--- src/rtl/timer_unit.sv ---
// Memory-mapped cycle counter with programmable target and level interrupt to CP0.
// Latency: count reads are combinational; interrupt asserts the cycle after count==target.
// Backpressure: none; every load/store is serviced in the cycle it is presented.
module timer_unit #(
  parameter logic [31:0] TIMER_ADDR  = 32'hFFFF001C,
  parameter logic [31:0] ACK_ADDR    = 32'hFFFF006C,
  parameter logic [31:0] CYCLE_RESET = 32'hFFFFFFFF
) (
  input  logic        clk,
  input  logic        reset,
  input  logic [31:0] address,
  input  logic [31:0] data,
  input  logic        MemRead,
  input  logic        MemWrite,
  output logic [31:0] cycle,
  output logic        TimerInterrupt,
  output logic        TimerAddress
);

  logic [31:0] cycle_count;
  logic [31:0] interrupt_cycle;
  logic        interrupt_line;

  logic        timer_hit;
  logic        ack_hit;
  logic        target_wr;
  logic        ack_wr;
  logic        match;

  // Address decode and the compare against the pre-edge register values.
  always_comb begin
    timer_hit = (address == TIMER_ADDR);
    ack_hit   = (address == ACK_ADDR);
    target_wr = MemWrite && timer_hit;
    ack_wr    = MemWrite && ack_hit;
    match     = (cycle_count == interrupt_cycle);
  end

  // Free-running counter; wraps silently at 2^32.
  always_ff @(posedge clk) begin
    if (!reset) begin
      cycle_count <= 32'h0;
    end else begin
      cycle_count <= cycle_count + 32'd1;
    end
  end

  // Target register; a new value only affects the compare from the next cycle.
  always_ff @(posedge clk) begin
    if (!reset) begin
      interrupt_cycle <= CYCLE_RESET;
    end else if (target_wr) begin
      interrupt_cycle <= data;
    end
  end

  // Sticky interrupt: a match wins over a same-cycle acknowledge so none is lost.
  always_ff @(posedge clk) begin
    if (!reset) begin
      interrupt_line <= 1'b0;
    end else if (match) begin
      interrupt_line <= 1'b1;
    end else if (ack_wr) begin
      interrupt_line <= 1'b0;
    end
  end

  // Load mux steering and read data; ACK_ADDR reads return zero.
  always_comb begin
    TimerAddress   = timer_hit || ack_hit;
    cycle          = (MemRead && timer_hit) ? cycle_count : 32'h0;
    TimerInterrupt = interrupt_line;
  end

endmodule

--- config.mk ---
export PLATFORM = sky130hd
export DESIGN_NAME = timer_unit
export DESIGN_NICKNAME = d
export VERILOG_FILES = /design/src/rtl/timer_unit.sv
export SDC_FILE = /design/constraint.sdc
export NUM_CORES = 1
export LEC_CHECK = 0
export ABC_AREA = 1
export CORE_MARGIN = 3
export CORE_UTILIZATION = 35
export DETAILED_ROUTE_END_ITERATION = 10
export HOLD_SLACK_MARGIN = 0.02
export SLEW_MARGIN = 20
export SYNTH_ARGS = -nofsm -noshare
export SYNTH_HDL_FRONTEND = slang
export SYNTH_SLANG_ARGS = --single-unit
export TNS_END_PERCENT = 50
--- constraint.sdc ---
create_clock -name clk -period 2.82 [get_ports clk]
set_input_delay 0.705 -clock clk [delete_from_list [all_inputs] [get_ports clk]]
set_output_delay 0.705 -clock clk [all_outputs]
set_load 0.02 [all_outputs]
==> metrics.yaml <==
placed_design:
  placed_area_um2: 5090
  dp_hpwl_mm: 9.45
  portBuffers: 101
  place_congestion: 0.906
  preCtsSetupSlack_ns: -0.550
critical_path:
  reg2reg_to: "cycle_count[28]"
  r2r_slack_ns: 1.08
  r2r_cells: 8
  crit_arrival_ns: 2.05
  cp_data_required_time_ns: 2.12
  path_buf_inv: 3
  worstPathMaxFanout: 5
  path_delay_family: "simple AND/OR/NAND/NOR gates"
  max_stage_delay_ns: 0.25
  cp_cell_sequence: "dlygate4sd2_1, nor2_1, nand4_1, nor2_4, nand3_4, clkbuf_16, nor2_4, buf_6"
  worst_path_max_delay_cell: "dlygate4sd2_1"
  path_common_cell: "nor2_4"
  r2r-start: "cycle_count[0]"
  cp-end-kind: "output pin"
  crit_type: "primary input to output pin"
  critPathLaunchType: "primary input"
timing:
  final_hold_viol_count: 0
  worst_pin_slew_ns: 0.674
  fmaxAchievable_mhz: 363
  rsz0062_at_grt: "true"
  fin_crit_sh: 0.977
  slew_violations: 0
  finalSetupViolations: 0
  slew_headroom: 0.547
  timing.final.ws_setup_ns: 0.0641
  finClkSkew_ns: 0.00639
  finalCriticalPeriod_ns: 2.76
  finalSetupTns_ns: 0
  worst_hold_slack_ns: 0.475
route:
  wl_per_cell_um: 14.3
  routed_via_density: 4.83
  drc: 0
  wirelength_mm: 12.4
  vias: 4206
  drt_iter0_markers: 269
  firstDrtPassIters: 4
  ant_nets: 0
yosys:
  synthDistinctLibCells: 30
  synth_ff_type: "dfxtp_1"
  synth.net_count: 688
  syn_area_um2: 3930
  synth_largest_area_cell: "dfxtp_1"
  synth-edff-count: 0
  syn-mean-instance-area_um2: 6.35
  ys_ff_latch: 65
  synth_top_cell_area_share: 0.331
  ys.warnings.count: 0
  yosys-top-cells-area: "dfxtp_1 33%, nand2_1 18%, inv_1 7.4%"
  async_reset_ff_frac: 0
  synth-seq-area-share: 0.331
  netlist_instances: 619
clock_tree:
  cts-root-buf: "clkbuf_8"
  cts_tree: "built"
  numCtsBuffers: 9
  clk_pin_slew_ns: 0.06
  clock_latency_ns: 0.35
  cts_sinks: 65
  clk_path_buf_depth: 2
  h-tree-depth: 3
die:
  die_y_um: 112
  dieArea_um2: 12500
  num_rows: 38
  io_pins: 102
  die_w_um: 112
  core_area_um2: 10900
  start_util: 0.361
finish:
  fin_area_um2: 5380
  num-fill-cells: 1118
  layout.nets: 795
  multi_input_area_um2: 2240
  num_antenna_cells: 0
  seq_area_um2: 1300
  drive_gt1_frac: 0.164
  syn_to_final_growth_pct: 36.9
global_route:
  grt_max_degree: 46
  grtUsageTotal: 0.201
  grt_overflow: 0
  grt_first_pass_wirelength_mm: 20.4
  antenna_found_initial: 0
  grt_pass1_vias: 4125
power:
  p_clk_frac: 0.428
  p_leak_nw: 2.36
  p_sw_frac: 0.218
  power_mw: 1.85
  cellPowerDensity_nw_per_um2: 345
  p_seq_frac: 0.500
  comb_power_share: 0.072
  vdd.ir_drop.worst_mv: 0.212
  switchingPower_uw: 405
  p_int_mw: 1.45
hold_path:
  hold_start: "TimerInterrupt"
  min_path_type: "flop to flop"
  whs_endpoint: "TimerInterrupt"
  hold_depth: 2
outcome:
  outcome: "complete, no violations"
run:
  drv_cap: 0
==> layout by cell type (no fill, tap or decap) <==
master / synthesis / layout
nor3_2: 4 / 4
clkbuf_1: 10 / 1
nand3_2: 1 / 1
nand2_1: 193 / 193
nor2_4: 4 / 16
or2_1: 1 / 1
o21ai_0: 11 / 11
o21a_1: 3 / 3
nand2_2: 3 / 3
a31oi_1: 1 / 1
clkdlybuf4s15_1: 0 / 8
nor3_1: 12 / 12
nor4_1: 2 / 2
clkbuf_16: 0 / 1
inv_2: 3 / 3
nand4_1: 38 / 38
buf_12: 0 / 1
buf_6: 6 / 18
xor2_1: 2 / 2
nor2_2: 31 / 22
dfxtp_1: 65 / 65
nor3b_1: 1 / 1
clkdlybuf4s50_1: 0 / 36
xnor2_1: 10 / 10
buf_16: 0 / 2
bufinv_16: 0 / 1
clkbuf_8: 0 / 11
buf_4: 3 / 28
clkinv_2: 0 / 2
clkbuf_2: 0 / 4
a21oi_1: 25 / 25
inv_1: 77 / 77
dlygate4sd2_1: 0 / 21
o21ai_1: 1 / 1
ha_1: 1 / 1
buf_2: 4 / 1
nor2_1: 53 / 50
nand3_4: 2 / 2
nand3_1: 51 / 51
==> synth_stat cells, types with 4 or more instances <==
library cell / n
nand2_1: 193
inv_1: 77
dfxtp_1: 65
nor2_1: 53
nand3_1: 51
nand4_1: 38
nor2_2: 31
a21oi_1: 25
nor3_1: 12
o21ai_0: 11
clkbuf_1: 10
xnor2_1: 10
buf_6: 6
buf_2: 4
nor2_4: 4
nor3_2: 4
==> area by class of cell <==
type | instances | area share
Inverter | 80 | 0.0558
Clock inverter | 3 | 0.00744
Timing Repair Buffer | 120 | 0.216
Clock buffer | 12 | 0.0288
Tap cell | 140 | 0.0326
Multi-Input combinational cell | 450 | 0.417
Sequential cell | 65 | 0.242
==> how the worst max path moves through the flow <==
stage | from | endpoint | slack [ns] | depth (start not counted)
final | address[5] | cycle[19] | 0.06 | 8
after CTS | address[0] | cycle[17] | -0.05 | 8
after floorplan | address[1] | cycle[10] | 0.29 | 6
after global routing | address[1] | cycle[29] | -0.03 | 8
after global placement | address[3] | cycle[10] | -0.50 | 9
after detailed placement | address[3] | cycle[0] | -0.55 | 9
==> worst reg2reg max path, stage by stage (launching register included) <==
cell and delay [ns]:
dfxtp_1 0.43, ha_1 0.23, nand2_2 0.09, nor2_2 0.16
inv_2 0.09, nor3_1 0.38, nand2_1 0.11, nand2_1 0.07
a21oi_1 0.05
==> cells by family (layout without fill, tap and decap cells) <==
| logic type | count (synthesis) | count (layout) | synth area share |
|---|---|---|---|
| fa+ha+maj | 1 | 1 | 0.00318 |
| flops | 65 | 65 | 0.331 |
| simple gates | 396 | 396 | 0.470 |
| compound gates | 41 | 41 | 0.0544 |
| xor+xnor | 12 | 12 | 0.0267 |
| buf+inv | 104 | 215 | 0.115 |
==> state kept, by name, indices dropped and copies added, names as in the netlist <==
| register | count |
|---|---|
| TimerInterrupt | 1 |
| interrupt_cycle | 32 |
| cycle_count | 32 |
==> power by group through the flow <==
stage,Sequential (mW),Clock [mW],Combinational [mW]
final,0.926,0.794,0.133
after CTS,0.926,0.813,0.132
after detailed placement,0.947,0,0.147
after floorplan,0.946,0,0.0379
after global placement,0.947,0,0.145
after global routing,0.926,0.855,0.145
==> per-stage QoR <==
stage | utilization | std cells
6_report | 0.494 | 870
5_1_grt | 0.494 | 870
4_1_cts | 0.480 | 869
3_5_place_dp | 0.468 | 850
3_3_place_gp | 0.468 | 850
2_1_floorplan | - | 619
==> layer usage <==
metal  track usage  wire length, um  vias to the layer above
met1         0.264             5510                     1884
met5             0                0                        -
met2         0.328             5790                      118
li1              -                -                     2186
met3        0.0478              845                       18
met4        0.0649              286                        0
==> what timing repair did <==
action	in CTS	in global routing
cloned	2	1
gates resized for setup	184	59
setup endpoints to repair	33	24
hold buffers	0	0
buffers inserted	2	1
pin swaps	6	11
(Power assumes the default switching activity.)
